==> src/rtl/arch_defs_pkg.sv <==
// rtl/arch_defs_pkg.sv - shared architecture widths and stack command encoding
package arch_defs_pkg;

    localparam int ADDR_WIDTH = 16;
    localparam int DATA_WIDTH = 8;

    typedef enum logic [1:0] {
        PUSH8  = 2'd0,
        PUSH16 = 2'd1,
        POP8   = 2'd2,
        POP16  = 2'd3
    } stack_cmd_t;

    function automatic logic cmd_is_pop(stack_cmd_t c);
        return (c == POP8) || (c == POP16);
    endfunction

    function automatic logic cmd_is_wide(stack_cmd_t c);
        return (c == PUSH16) || (c == POP16);
    endfunction

endpackage

==> src/rtl/stack_sequencer_if.sv <==
// rtl/stack_sequencer_if.sv - command handshake between control unit and stack sequencer
interface stack_sequencer_if;
    import arch_defs_pkg::*;

    logic                  cmd_valid;
    logic                  cmd_ready;
    stack_cmd_t            cmd;
    logic [ADDR_WIDTH-1:0] wr_data;
    logic [ADDR_WIDTH-1:0] rd_data;
    logic                  done;
    logic                  error;

    modport master (
        output cmd_valid, cmd, wr_data,
        input  cmd_ready, rd_data, done, error
    );

    modport slave (
        input  cmd_valid, cmd, wr_data,
        output cmd_ready, rd_data, done, error
    );
endinterface

==> src/rtl/stack_sequencer.sv <==
// rtl/stack_sequencer.sv - push/pop microsequencer driving stack pointer strobes and RAM port
module stack_sequencer
    import arch_defs_pkg::*;
#(
    parameter logic [ADDR_WIDTH-1:0] STACK_BASE  = 16'h01FF,
    parameter logic [ADDR_WIDTH-1:0] STACK_LIMIT = 16'h0100
) (
    input  logic                  clk,
    input  logic                  reset,
    stack_sequencer_if.slave      bus,
    input  logic [ADDR_WIDTH-1:0] sp_in,
    output logic                  sp_increment,
    output logic                  sp_decrement,
    output logic [ADDR_WIDTH-1:0] mem_addr,
    output logic [DATA_WIDTH-1:0] mem_wdata,
    output logic                  mem_we,
    output logic                  mem_re,
    input  logic [DATA_WIDTH-1:0] mem_rdata
);

    typedef enum logic [2:0] {
        IDLE,
        PUSH_WR,
        POP_INC,
        POP_RD,
        POP_CAP,
        DONE
    } state_t;

    state_t                state, state_next;
    stack_cmd_t            cmd_q;
    logic [ADDR_WIDTH-1:0] wdata_q;
    logic [DATA_WIDTH-1:0] low_q;
    logic [ADDR_WIDTH-1:0] rd_data_q;
    logic                  second_q;
    logic                  err_q;
    logic                  violation;
    logic                  last_byte;

    // Bounds check on the incoming command, widened by one bit so nothing wraps
    always_comb begin
        logic [ADDR_WIDTH:0] sp_ext;
        logic [ADDR_WIDTH:0] n_ext;
        sp_ext    = {1'b0, sp_in};
        n_ext     = cmd_is_wide(bus.cmd) ? (ADDR_WIDTH+1)'(2) : (ADDR_WIDTH+1)'(1);
        violation = 1'b0;
        if (cmd_is_pop(bus.cmd)) begin
            violation = (sp_ext + n_ext) > {1'b0, STACK_BASE};
        end else begin
            // sp - (n-1) < limit, rearranged to avoid subtraction
            violation = (sp_ext + (ADDR_WIDTH+1)'(1)) < ({1'b0, STACK_LIMIT} + n_ext);
        end
    end

    // Two-byte commands run their byte loop twice; second_q marks the second pass
    assign last_byte = !cmd_is_wide(cmd_q) || second_q;

    // State register
    always_ff @(posedge clk) begin
        if (reset) begin
            state <= IDLE;
        end else begin
            state <= state_next;
        end
    end

    // Next-state logic and per-state strobes
    always_comb begin
        state_next    = state;
        bus.cmd_ready = 1'b0;
        bus.done      = 1'b0;
        bus.error     = 1'b0;
        sp_increment  = 1'b0;
        sp_decrement  = 1'b0;
        mem_addr      = '0;
        mem_wdata     = '0;
        mem_we        = 1'b0;
        mem_re        = 1'b0;
        case (state)
            IDLE: begin
                bus.cmd_ready = 1'b1;
                if (bus.cmd_valid) begin
                    if (violation)                state_next = DONE;
                    else if (cmd_is_pop(bus.cmd)) state_next = POP_INC;
                    else                          state_next = PUSH_WR;
                end
            end
            PUSH_WR: begin
                mem_addr     = sp_in;
                mem_we       = 1'b1;
                sp_decrement = 1'b1;
                // PUSH16 sends the high byte first so the low byte lands lower
                mem_wdata    = (cmd_is_wide(cmd_q) && !second_q) ?
                               wdata_q[ADDR_WIDTH-1:DATA_WIDTH] : wdata_q[DATA_WIDTH-1:0];
                state_next   = last_byte ? DONE : PUSH_WR;
            end
            POP_INC: begin
                sp_increment = 1'b1;
                state_next   = POP_RD;
            end
            POP_RD: begin
                mem_addr   = sp_in;
                mem_re     = 1'b1;
                state_next = POP_CAP;
            end
            POP_CAP: begin
                state_next = last_byte ? DONE : POP_INC;
            end
            DONE: begin
                bus.done   = 1'b1;
                bus.error  = err_q;
                state_next = IDLE;
            end
            default: state_next = IDLE;
        endcase
    end

    // Command latch, byte-pass tracking and pop result assembly
    always_ff @(posedge clk) begin
        if (reset) begin
            cmd_q     <= PUSH8;
            wdata_q   <= '0;
            low_q     <= '0;
            rd_data_q <= '0;
            second_q  <= 1'b0;
            err_q     <= 1'b0;
        end else begin
            case (state)
                IDLE: begin
                    if (bus.cmd_valid) begin
                        cmd_q    <= bus.cmd;
                        wdata_q  <= bus.wr_data;
                        second_q <= 1'b0;
                        err_q    <= violation;
                    end
                end
                PUSH_WR: second_q <= 1'b1;
                POP_CAP: begin
                    if (!last_byte) begin
                        low_q    <= mem_rdata;
                        second_q <= 1'b1;
                    end else if (cmd_is_wide(cmd_q)) begin
                        rd_data_q <= {mem_rdata, low_q};
                    end else begin
                        rd_data_q <= ADDR_WIDTH'(mem_rdata);
                    end
                end
                default: ;
            endcase
        end
    end

    assign bus.rd_data = rd_data_q;

endmodule
==> src/flat_wrapper.sv <==
// flat-port wrapper written by rule: the top's interface ports become plain ports
module stack_sequencer_flat import arch_defs_pkg::*;
#(
    parameter logic [ADDR_WIDTH-1:0] STACK_BASE  = 16'h01FF,
    parameter logic [ADDR_WIDTH-1:0] STACK_LIMIT = 16'h0100
)
  (clk, reset, sp_in, sp_increment, sp_decrement, mem_addr, mem_wdata, mem_we, mem_re, mem_rdata, bus_cmd_valid, bus_cmd, bus_wr_data, bus_cmd_ready, bus_rd_data, bus_done, bus_error);
  stack_sequencer_if bus_i ();
  input  logic clk;
  input  logic reset;
  input  logic [ADDR_WIDTH-1:0] sp_in;
  output logic sp_increment;
  output logic sp_decrement;
  output logic [ADDR_WIDTH-1:0] mem_addr;
  output logic [DATA_WIDTH-1:0] mem_wdata;
  output logic mem_we;
  output logic mem_re;
  input  logic [DATA_WIDTH-1:0] mem_rdata;
  input wire logic [$bits(bus_i.cmd_valid)-1:0] bus_cmd_valid;
  input wire logic [$bits(bus_i.cmd)-1:0] bus_cmd;
  input wire logic [$bits(bus_i.wr_data)-1:0] bus_wr_data;
  output wire logic [$bits(bus_i.cmd_ready)-1:0] bus_cmd_ready;
  output wire logic [$bits(bus_i.rd_data)-1:0] bus_rd_data;
  output wire logic [$bits(bus_i.done)-1:0] bus_done;
  output wire logic [$bits(bus_i.error)-1:0] bus_error;
  assign bus_i.cmd_valid = bus_cmd_valid;
  assign bus_i.cmd = bus_cmd;
  assign bus_i.wr_data = bus_wr_data;
  assign bus_cmd_ready = bus_i.cmd_ready;
  assign bus_rd_data = bus_i.rd_data;
  assign bus_done = bus_i.done;
  assign bus_error = bus_i.error;
  stack_sequencer #(.STACK_BASE(STACK_BASE), .STACK_LIMIT(STACK_LIMIT)) u_core (.clk(clk), .reset(reset), .bus(bus_i), .sp_in(sp_in), .sp_increment(sp_increment), .sp_decrement(sp_decrement), .mem_addr(mem_addr), .mem_wdata(mem_wdata), .mem_we(mem_we), .mem_re(mem_re), .mem_rdata(mem_rdata));
endmodule
==> config.mk <==
export PLATFORM = sky130hd
export DESIGN_NAME = stack_sequencer_flat
export DESIGN_NICKNAME = d
export VERILOG_FILES = /design/src/rtl/arch_defs_pkg.sv /design/src/rtl/stack_sequencer_if.sv /design/src/rtl/stack_sequencer.sv /design/src/flat_wrapper.sv
export SDC_FILE = /design/constraint.sdc
export NUM_CORES = 1
export LEC_CHECK = 0
export CAP_MARGIN = 10
export CORE_MARGIN = 3
export CORE_UTILIZATION = 40
export CTS_CLUSTER_DIAMETER = 200
export DETAILED_ROUTE_END_ITERATION = 10
export HOLD_SLACK_MARGIN = 0.08
export PLACE_DENSITY = 0.73
export SETUP_SLACK_MARGIN = 0.15
export SLEW_MARGIN = 20
export SYNTH_ARGS = -nofsm -noshare
export SYNTH_HDL_FRONTEND = slang
export SYNTH_SLANG_ARGS = --single-unit
==> constraint.sdc <==
create_clock -name clk -period 3.1 [get_ports clk]
set_clock_uncertainty 0.15 [all_clocks]
set_input_delay 0.62 -clock clk [delete_from_list [all_inputs] [get_ports clk]]
set_output_delay 0.62 -clock clk [all_outputs]
set_load 0.02 [all_outputs]
==> results of run 1 <==
[per-stage QoR]
stage | std cells | total power, mW | utilization [%] | instance area, µm²
after floorplan | 365 | 1.26 | - | 2700
after global placement | 545 | 1.64 | 60.4 | 3880
after detailed placement | 545 | 1.65 | 60.4 | 3880
after CTS | 552 | 1.99 | 61.8 | 3970
after global routing | 553 | 2.12 | 62.5 | 4020
final | 553 | 1.98 | 62.5 | 4020
[layout make-up]
cell class / count / area [µm²]
Inverter: 7 / 26.3
Fill cell: 581 / 2410
Timing Repair Buffer: 132 / 1230
Sequential cell: 46 / 922
Clock inverter: 2 / 10.0
Clock buffer: 5 / 68.8
Tap cell: 77 / 96.3
Multi-Input combinational cell: 284 / 1660
[registers in the layout (all words and copies together), names as in the netlist]
register and count:
u_core.low_q 8, u_core.cmd_q 1, u_core.err_q 1, u_core.state 3, u_core.second_q 1, u_core.bus.rd_data 16
u_core.wdata_q 16
[power by group]
part	switching, mW	internal (mW)
Combinational	0.503	0.409
Clock	0.185	0.151
Sequential	0.0596	0.675
Total	0.747	1.24
[metal layers]
metal	wire length (µm)	global-route usage (%)
met1	3680	27.6
met2	3600	30.4
met3	476	3.95
met4	19	3.16
met5	0	0
[kinds of logic (layout without fill, tap and decap cells)]
| family | Yosys count | after routing | share of synthesized area [%] |
|---|---|---|---|
| AOI/OAI and AO/OA | 83 | 83 | 18.8 |
| adders and majority gates | 5 | 5 | 2.60 |
| muxes | 12 | 12 | 4.64 |
| buffers and inverters | 35 | 146 | 5.66 |
| DFF | 46 | 46 | 34.2 |
| xor gates and xnor gates | 5 | 5 | 1.63 |
| and+or+nand+nor | 179 | 179 | 32.5 |
[how the worst min path moves through the flow]
stage / startpoint / endpoint / slack [ns] / depth (start not counted)
global placement: u_core.bus.rd_data[8]$_SDFFE_PP0P_ / u_core.bus.rd_data[8]$_SDFFE_PP0P_ / 0.29 / 2
detailed placement: u_core.bus.rd_data[10]$_SDFFE_PP0P_ / u_core.bus.rd_data[10]$_SDFFE_PP0P_ / 0.30 / 2
CTS: u_core.wdata_q[2]$_SDFFE_PP0P_ / u_core.wdata_q[2]$_SDFFE_PP0P_ / 0.31 / 2
finish: u_core.low_q[3]$_SDFFE_PP0P_ / u_core.low_q[3]$_SDFFE_PP0P_ / 0.31 / 2
global route: u_core.low_q[4]$_SDFFE_PP0P_ / u_core.low_q[4]$_SDFFE_PP0P_ / 0.33 / 2
floorplan: u_core.low_q[0]$_SDFFE_PP0P_ / u_core.low_q[0]$_SDFFE_PP0P_ / 0.29 / 2
[synthesized netlist by cell type (3+ instances only)]
master | n | area share (%)
sky130_fd_sc_hd__ha_1 | 4 | 1.9
sky130_fd_sc_hd__nor3_1 | 8 | 1.5
sky130_fd_sc_hd__inv_1 | 7 | 0.98
sky130_fd_sc_hd__mux2i_1 | 11 | 4.1
sky130_fd_sc_hd__a21oi_1 | 47 | 8.7
sky130_fd_sc_hd__a211oi_1 | 10 | 2.8
sky130_fd_sc_hd__a41oi_1 | 4 | 1.3
sky130_fd_sc_hd__o22ai_1 | 3 | 0.70
sky130_fd_sc_hd__and2_1 | 18 | 4.2
sky130_fd_sc_hd__nand2b_1 | 4 | 0.93
sky130_fd_sc_hd__nand2_1 | 87 | 12
sky130_fd_sc_hd__nor2_1 | 19 | 2.6
sky130_fd_sc_hd__xnor2_1 | 3 | 0.98
sky130_fd_sc_hd__nand4_1 | 5 | 1.2
sky130_fd_sc_hd__nand3_1 | 17 | 3.2
sky130_fd_sc_hd__dfxtp_1 | 46 | 34
sky130_fd_sc_hd__o21ai_0 | 6 | 1.1
sky130_fd_sc_hd__clkbuf_1 | 22 | 3.1
[timing repair]
action,CTS,global route
cloned,0,0
buffers inserted,0,1
gates resized for setup,4,14
pin swaps,0,4
endpoints found under the setup margin,6,12
[worst reg2reg max path: stages (launching register included)]
cell	delay, ns
sky130_fd_sc_hd__dfxtp_1	0.50
sky130_fd_sc_hd__nand2b_1	0.19
sky130_fd_sc_hd__nor3_2	0.51
sky130_fd_sc_hd__buf_4	0.32
sky130_fd_sc_hd__nor2_1	0.06
sky130_fd_sc_hd__a211oi_1	0.21
[placed cells by master (no fill, tap or decap), types with 3 or more instances in the layout]
cell	count
sky130_fd_sc_hd__a211oi_1	10
sky130_fd_sc_hd__a21oi_1	47
sky130_fd_sc_hd__a41oi_1	3
sky130_fd_sc_hd__and2_1	18
sky130_fd_sc_hd__buf_4	41
sky130_fd_sc_hd__clkbuf_8	5
sky130_fd_sc_hd__clkdlybuf4s50_1	84
sky130_fd_sc_hd__dfxtp_1	45
sky130_fd_sc_hd__dlymetal6s2s_1	6
sky130_fd_sc_hd__ha_1	3
sky130_fd_sc_hd__inv_1	6
sky130_fd_sc_hd__mux2i_1	11
sky130_fd_sc_hd__nand2_1	86
sky130_fd_sc_hd__nand2b_1	4
sky130_fd_sc_hd__nand3_1	17
sky130_fd_sc_hd__nand4_1	5
sky130_fd_sc_hd__nor2_1	18
sky130_fd_sc_hd__nor3_1	7
sky130_fd_sc_hd__o21ai_0	6
sky130_fd_sc_hd__o22ai_1	3
sky130_fd_sc_hd__xnor2_1	3
==> impl_metrics.tcl, run 1 <==
set metrics [dict create \
    drt-initial-drc-count 179 \
    critPathSlowestCell "sky130_fd_sc_hd__clkdlybuf4s50_1" \
    wl_mm 7.78 \
    final_min_period_over_clock_period_pct 92.2 \
    worstSetupStartpoint "sp_in[2]" \
    grt_setup_unrepaired "yes" \
    route.detailed.wl_per_inst_um 14.1 \
    clock_latency_ns 0.28 \
    diodes 0 \
    grt_overflow_total 0 \
    regToRegEndpoint "u_core.bus.rd_data[6]$_SDFFE_PP0P_" \
    setup_violations 0 \
    viasPerCell 5.27 \
    synth-async-reset-ratio_pct 0 \
    slew_violations 0 \
    place_ws_ns -0.318 \
    grt_antenna_before_repair 0 \
    area.growth.synth_to_final_pct 49.0 \
    finalCriticalPeriod_ns 2.86 \
    postSynthRegisterBits 46 \
    grt_max_degree 20 \
    fin_ws_ns 0.240 \
    cts_root_buffer "sky130_fd_sc_hd__clkbuf_8" \
    critical_path.most_common_cell "sky130_fd_sc_hd__buf_4" \
    htree_num_levels 2 \
    post_synth_inst_count 365 \
    final_hold_viol_count 0 \
    drcViolationCount 0 \
    synth.distinct_cells 52 \
    grt_first_pass_wirelength_mm 12.1 \
    global_placement_routability_congestion 0.889 \
    most_used_flip_flop_cell_after_synthesis "sky130_fd_sc_hd__dfxtp_1" \
    first_global_vias 2602 \
    cts_num_sinks 46 \
    critical_path.n_buffers_inverters 3 \
    post-dp-hpwl_mm 5.82 \
    timing.hold.worst.class "register to register" \
    nNetsFinal 526 \
    regToRegSetupSlack_ns 1.07 \
    critPathKind "input pin to register" \
    power_density_nw_per_um2 494 \
    first_pass_iters 4 \
    endpoint "u_core.state[2]$_SDFFE_PP0P_" \
    static_leakage_nw 1.55 \
    worstSetupStartpointType "input pin" \
    ys.warnings.count 0 \
    worst_r2r_startpoint "u_core.state[2]$_SDFFE_PP0P_" \
    cts.hold.buffers_added 0 \
    ir_drop_mv 0.313 \
    cts_tree "yes" \
    fp.coreArea_um2 6420 \
    via_count 2914 \
    worst_ep_required_time_ns 3.16 \
    timing_worst_slew_pin_value_ns 0.672 \
    endpoint_kind "register" \
    critical_path.cell_chain "clkdlybuf4s50_1 > and4_1 > buf_4 > and2_2 > and3_1 > o2111ai_1 > nor4b_4 > buf_4 > nand2_1 > a41oi_2" \
    number_of_enable_type_register_cells_in_the_synthesized_netlist 0 \
    layout_cell_share_with_drive_strength_beyond_1_pct 14.3 \
    cts_buffers 5 \
    clockBufferDepth 2 \
    die-area_um2 7760 \
    worst_hold_slack_ns 0.309 \
    slowest_stage_delay_cp_ns 0.58 \
    timing.critical_path.fanout_max 6 \
    netlist_area_um2 2700 \
    worstPathArrival_ns 2.92 \
    placement_rows 29 \
    dieHeight_um 88.1 \
    drt.antenna.violating_nets 0 \
    floorplan.die.width_um 88.1 \
    maxSlewHeadroom_pct 55.2 \
    synth.yosys.seq_area_share_pct 34.2 \
    io-pin-count 92 \
    setup_total_negative_slack_ns 0 \
    floorplan.initialDensity_pct 42.0 \
    syn_nets 415 \
    cell_count_of_the_worst_reg_to_reg_path 5 \
    maxCapViolations 0 \
    worst-path-stages 10 \
    critical_path.top_delay_family "simple AND/OR/NAND/NOR gates" \
    grt.total_usage_pct 19.3 \
    status "finished, final reports clean" \
    io_buffer_count 91 \
    achievable-frequency_mhz 350 \
    clkTransAtPathRegs_ns 0.09 \
    syn_area_per_cell_um2 7.38 \
]
(Power assumes the default switching activity.)
==> run 2, diff against run 1 <==
- SLEW_MARGIN: 20 -> 5
==> results of run 2 <==
No change in the layout: final DEF, timing and power equal those of run 1.
==> run 3, diff against run 2 <==
- clock period: 3.1 -> 2.8 ns (I/O delays scaled with it)
==> run 3 against run 2 <==
Sequential power up 11%. Combinational power up 12%. Cell count rose by 2.0%. First-iteration DRC count rose by 1.7%. Power rose by 18%. Worst setup slack lost 0.037 ns. Largest cell class unchanged.
==> impl_metrics.tcl, run 3 (synthesized netlist as in run 1, its figures left out) <==
set metrics [dict create \
    wl_mm 8.29 \
    regToRegSetupSlack_ns 0.98 \
    grt_max_degree 25 \
    static_leakage_nw 1.85 \
    placement_rows 29 \
    cell_count_of_the_worst_reg_to_reg_path 5 \
    p_total_mw 2.33 \
    drcViolationCount 0 \
    mostFrequentLayoutCells "sky130_fd_sc_hd__nand2_1, sky130_fd_sc_hd__clkdlybuf4s50_1, sky130_fd_sc_hd__buf_4" \
    timing.critical_path.fanout_max 3 \
    nNetsFinal 536 \
    clkTransAtPathRegs_ns 0.09 \
    grt_overflow_total 0 \
    ir_drop_mv 0.293 \
    holdPathEnd "u_core.wdata_q[3]$_SDFFE_PP0P_" \
    cts_buffers 5 \
    maxCapViolations 0 \
    grt_antenna_before_repair 0 \
    die-area_um2 7760 \
    grt_setup_unrepaired "yes" \
    layout_cell_share_with_drive_strength_beyond_1_pct 19.5 \
    grt_first_pass_wirelength_mm 13.6 \
    grt.total_usage_pct 21.6 \
    fp.coreArea_um2 6420 \
    critPathKind "input pin to register" \
    drt.antenna.violating_nets 0 \
    finalCriticalPeriod_ns 2.60 \
    endpoint_kind "register" \
    final_min_period_over_clock_period_pct 92.7 \
    diodes 0 \
    dieHeight_um 88.1 \
    maxSlewHeadroom_pct 69.4 \
    slew_violations 0 \
    first_global_vias 3009 \
    timing.hold.worst.class "register to register" \
    achievable-frequency_mhz 385 \
    first_pass_iters 4 \
    status "finished, final reports clean" \
    post-dp-hpwl_mm 6.11 \
    worstPathArrival_ns 2.68 \
    via_count 2989 \
    finish.utilization_pct 65.0 \
    worst_r2r_startpoint "u_core.state[2]$_SDFFE_PP0P_" \
    cts_root_buffer "sky130_fd_sc_hd__clkbuf_8" \
    cts_tree "yes" \
    htree_num_levels 2 \
    clock_latency_ns 0.29 \
    hold_start "u_core.wdata_q[3]$_SDFFE_PP0P_" \
    io_buffer_count 91 \
    worstSetupStartpointType "input pin" \
    viasPerCell 5.30 \
    route.detailed.wl_per_inst_um 14.7 \
    drt-initial-drc-count 182 \
    area.growth.synth_to_final_pct 55.0 \
    floorplan.die.width_um 88.1 \
    most_common_cell_after_layout_fill_and_taps_aside "sky130_fd_sc_hd__nand2_1" \
    global_placement_routability_congestion 0.914 \
    floorplan.initialDensity_pct 42.0 \
    power_density_nw_per_um2 558 \
    holdPathStages 2 \
    setup_violations 0 \
    timing_worst_slew_pin_value_ns 0.456 \
    worst_ep_required_time_ns 2.88 \
    io-pin-count 92 \
    clockBufferDepth 2 \
    cts_num_sinks 46 \
    final_hold_viol_count 0 \
    regToRegEndpoint "u_core.cmd_q[0]$_SDFFE_PP0P_" \
]
run 3: worst max path at each step:
stage                            startpoint                            to  slack (ns)  cells past startpoint
6_report                           sp_in[1]  u_core.state[1]$_SDFFE_PP0P_        0.20                     10
4_1_cts        u_core.state[1]$_SDFFE_PP0P_                     bus_error        0.14                      4
3_5_place_dp                       sp_in[0]  u_core.state[2]$_SDFFE_PP0P_       -0.51                     11
5_1_grt                            sp_in[1]  u_core.state[1]$_SDFFE_PP0P_        0.12                     10
2_1_floorplan                    bus_cmd[0]  u_core.state[1]$_SDFFE_PP0P_        0.18                     10
3_3_place_gp                       sp_in[0]  u_core.state[2]$_SDFFE_PP0P_       -0.40                     11
run 3: metrics by stage:
step                      worst slack (ns)  TNS, ns  instance area (µm²)  instances  hold WS [ns]
final                                0.204        0                 4180        564         0.307
after global routing                 0.122        0                 4180        564         0.332
after CTS                            0.141        0                 4090        564         0.310
after detailed placement            -0.515    -1.65                 3940        553         0.296
after global placement              -0.405    -1.30                 3940        553         0.289
after floorplan                      0.180        0                 2700        365         0.286
run 3: what timing repair did:
item / CTS / global route
gates resized for setup: 42 / 29
hold buffers: 0 / 0
buffers inserted: 3 / 0
pin swaps: 10 / 6
setup endpoints to repair: 31 / 22
run 3: power breakdown:
group | switching (mW) | leakage (nW) | internal [mW]
combinational | 0.573 | 1.42 | 0.449
clock | 0.228 | 0.0514 | 0.267
sequential | 0.0688 | 0.376 | 0.747
total | 0.870 | 1.85 | 1.46
run 3: routing by layer:
metal / GRT usage (%) / part of all wire, % / up-vias
met4: 4.40 / 0.62 / 0
met3: 5.27 / 7.3 / 7
met2: 35.3 / 47 / 91
li1: - / - / 1509
met1: 29.1 / 45 / 1382
met5: 0 / 0 / -
run 3: cell type report:
cell class	instances	area, µm²
fillers	551	2240
multi-input cells	284	1720
repair buffers	142	1300
flip-flops and latches	46	923
well taps	77	96.3
clock buffers	6	72.6
clock inverters	2	37.5
inverters	7	26.3
run 3: worst max-delay path: stages:
cell and delay [ns]:
sky130_fd_sc_hd__buf_2 0.13, sky130_fd_sc_hd__buf_4 0.14, sky130_fd_sc_hd__ha_1 0.28, sky130_fd_sc_hd__a21o_2 0.22, sky130_fd_sc_hd__nand4_4 0.07, sky130_fd_sc_hd__mux2_4 0.30
sky130_fd_sc_hd__o22ai_2 0.17, sky130_fd_sc_hd__nand4_2 0.11, sky130_fd_sc_hd__or4b_4 0.56, sky130_fd_sc_hd__a21oi_2 0.12
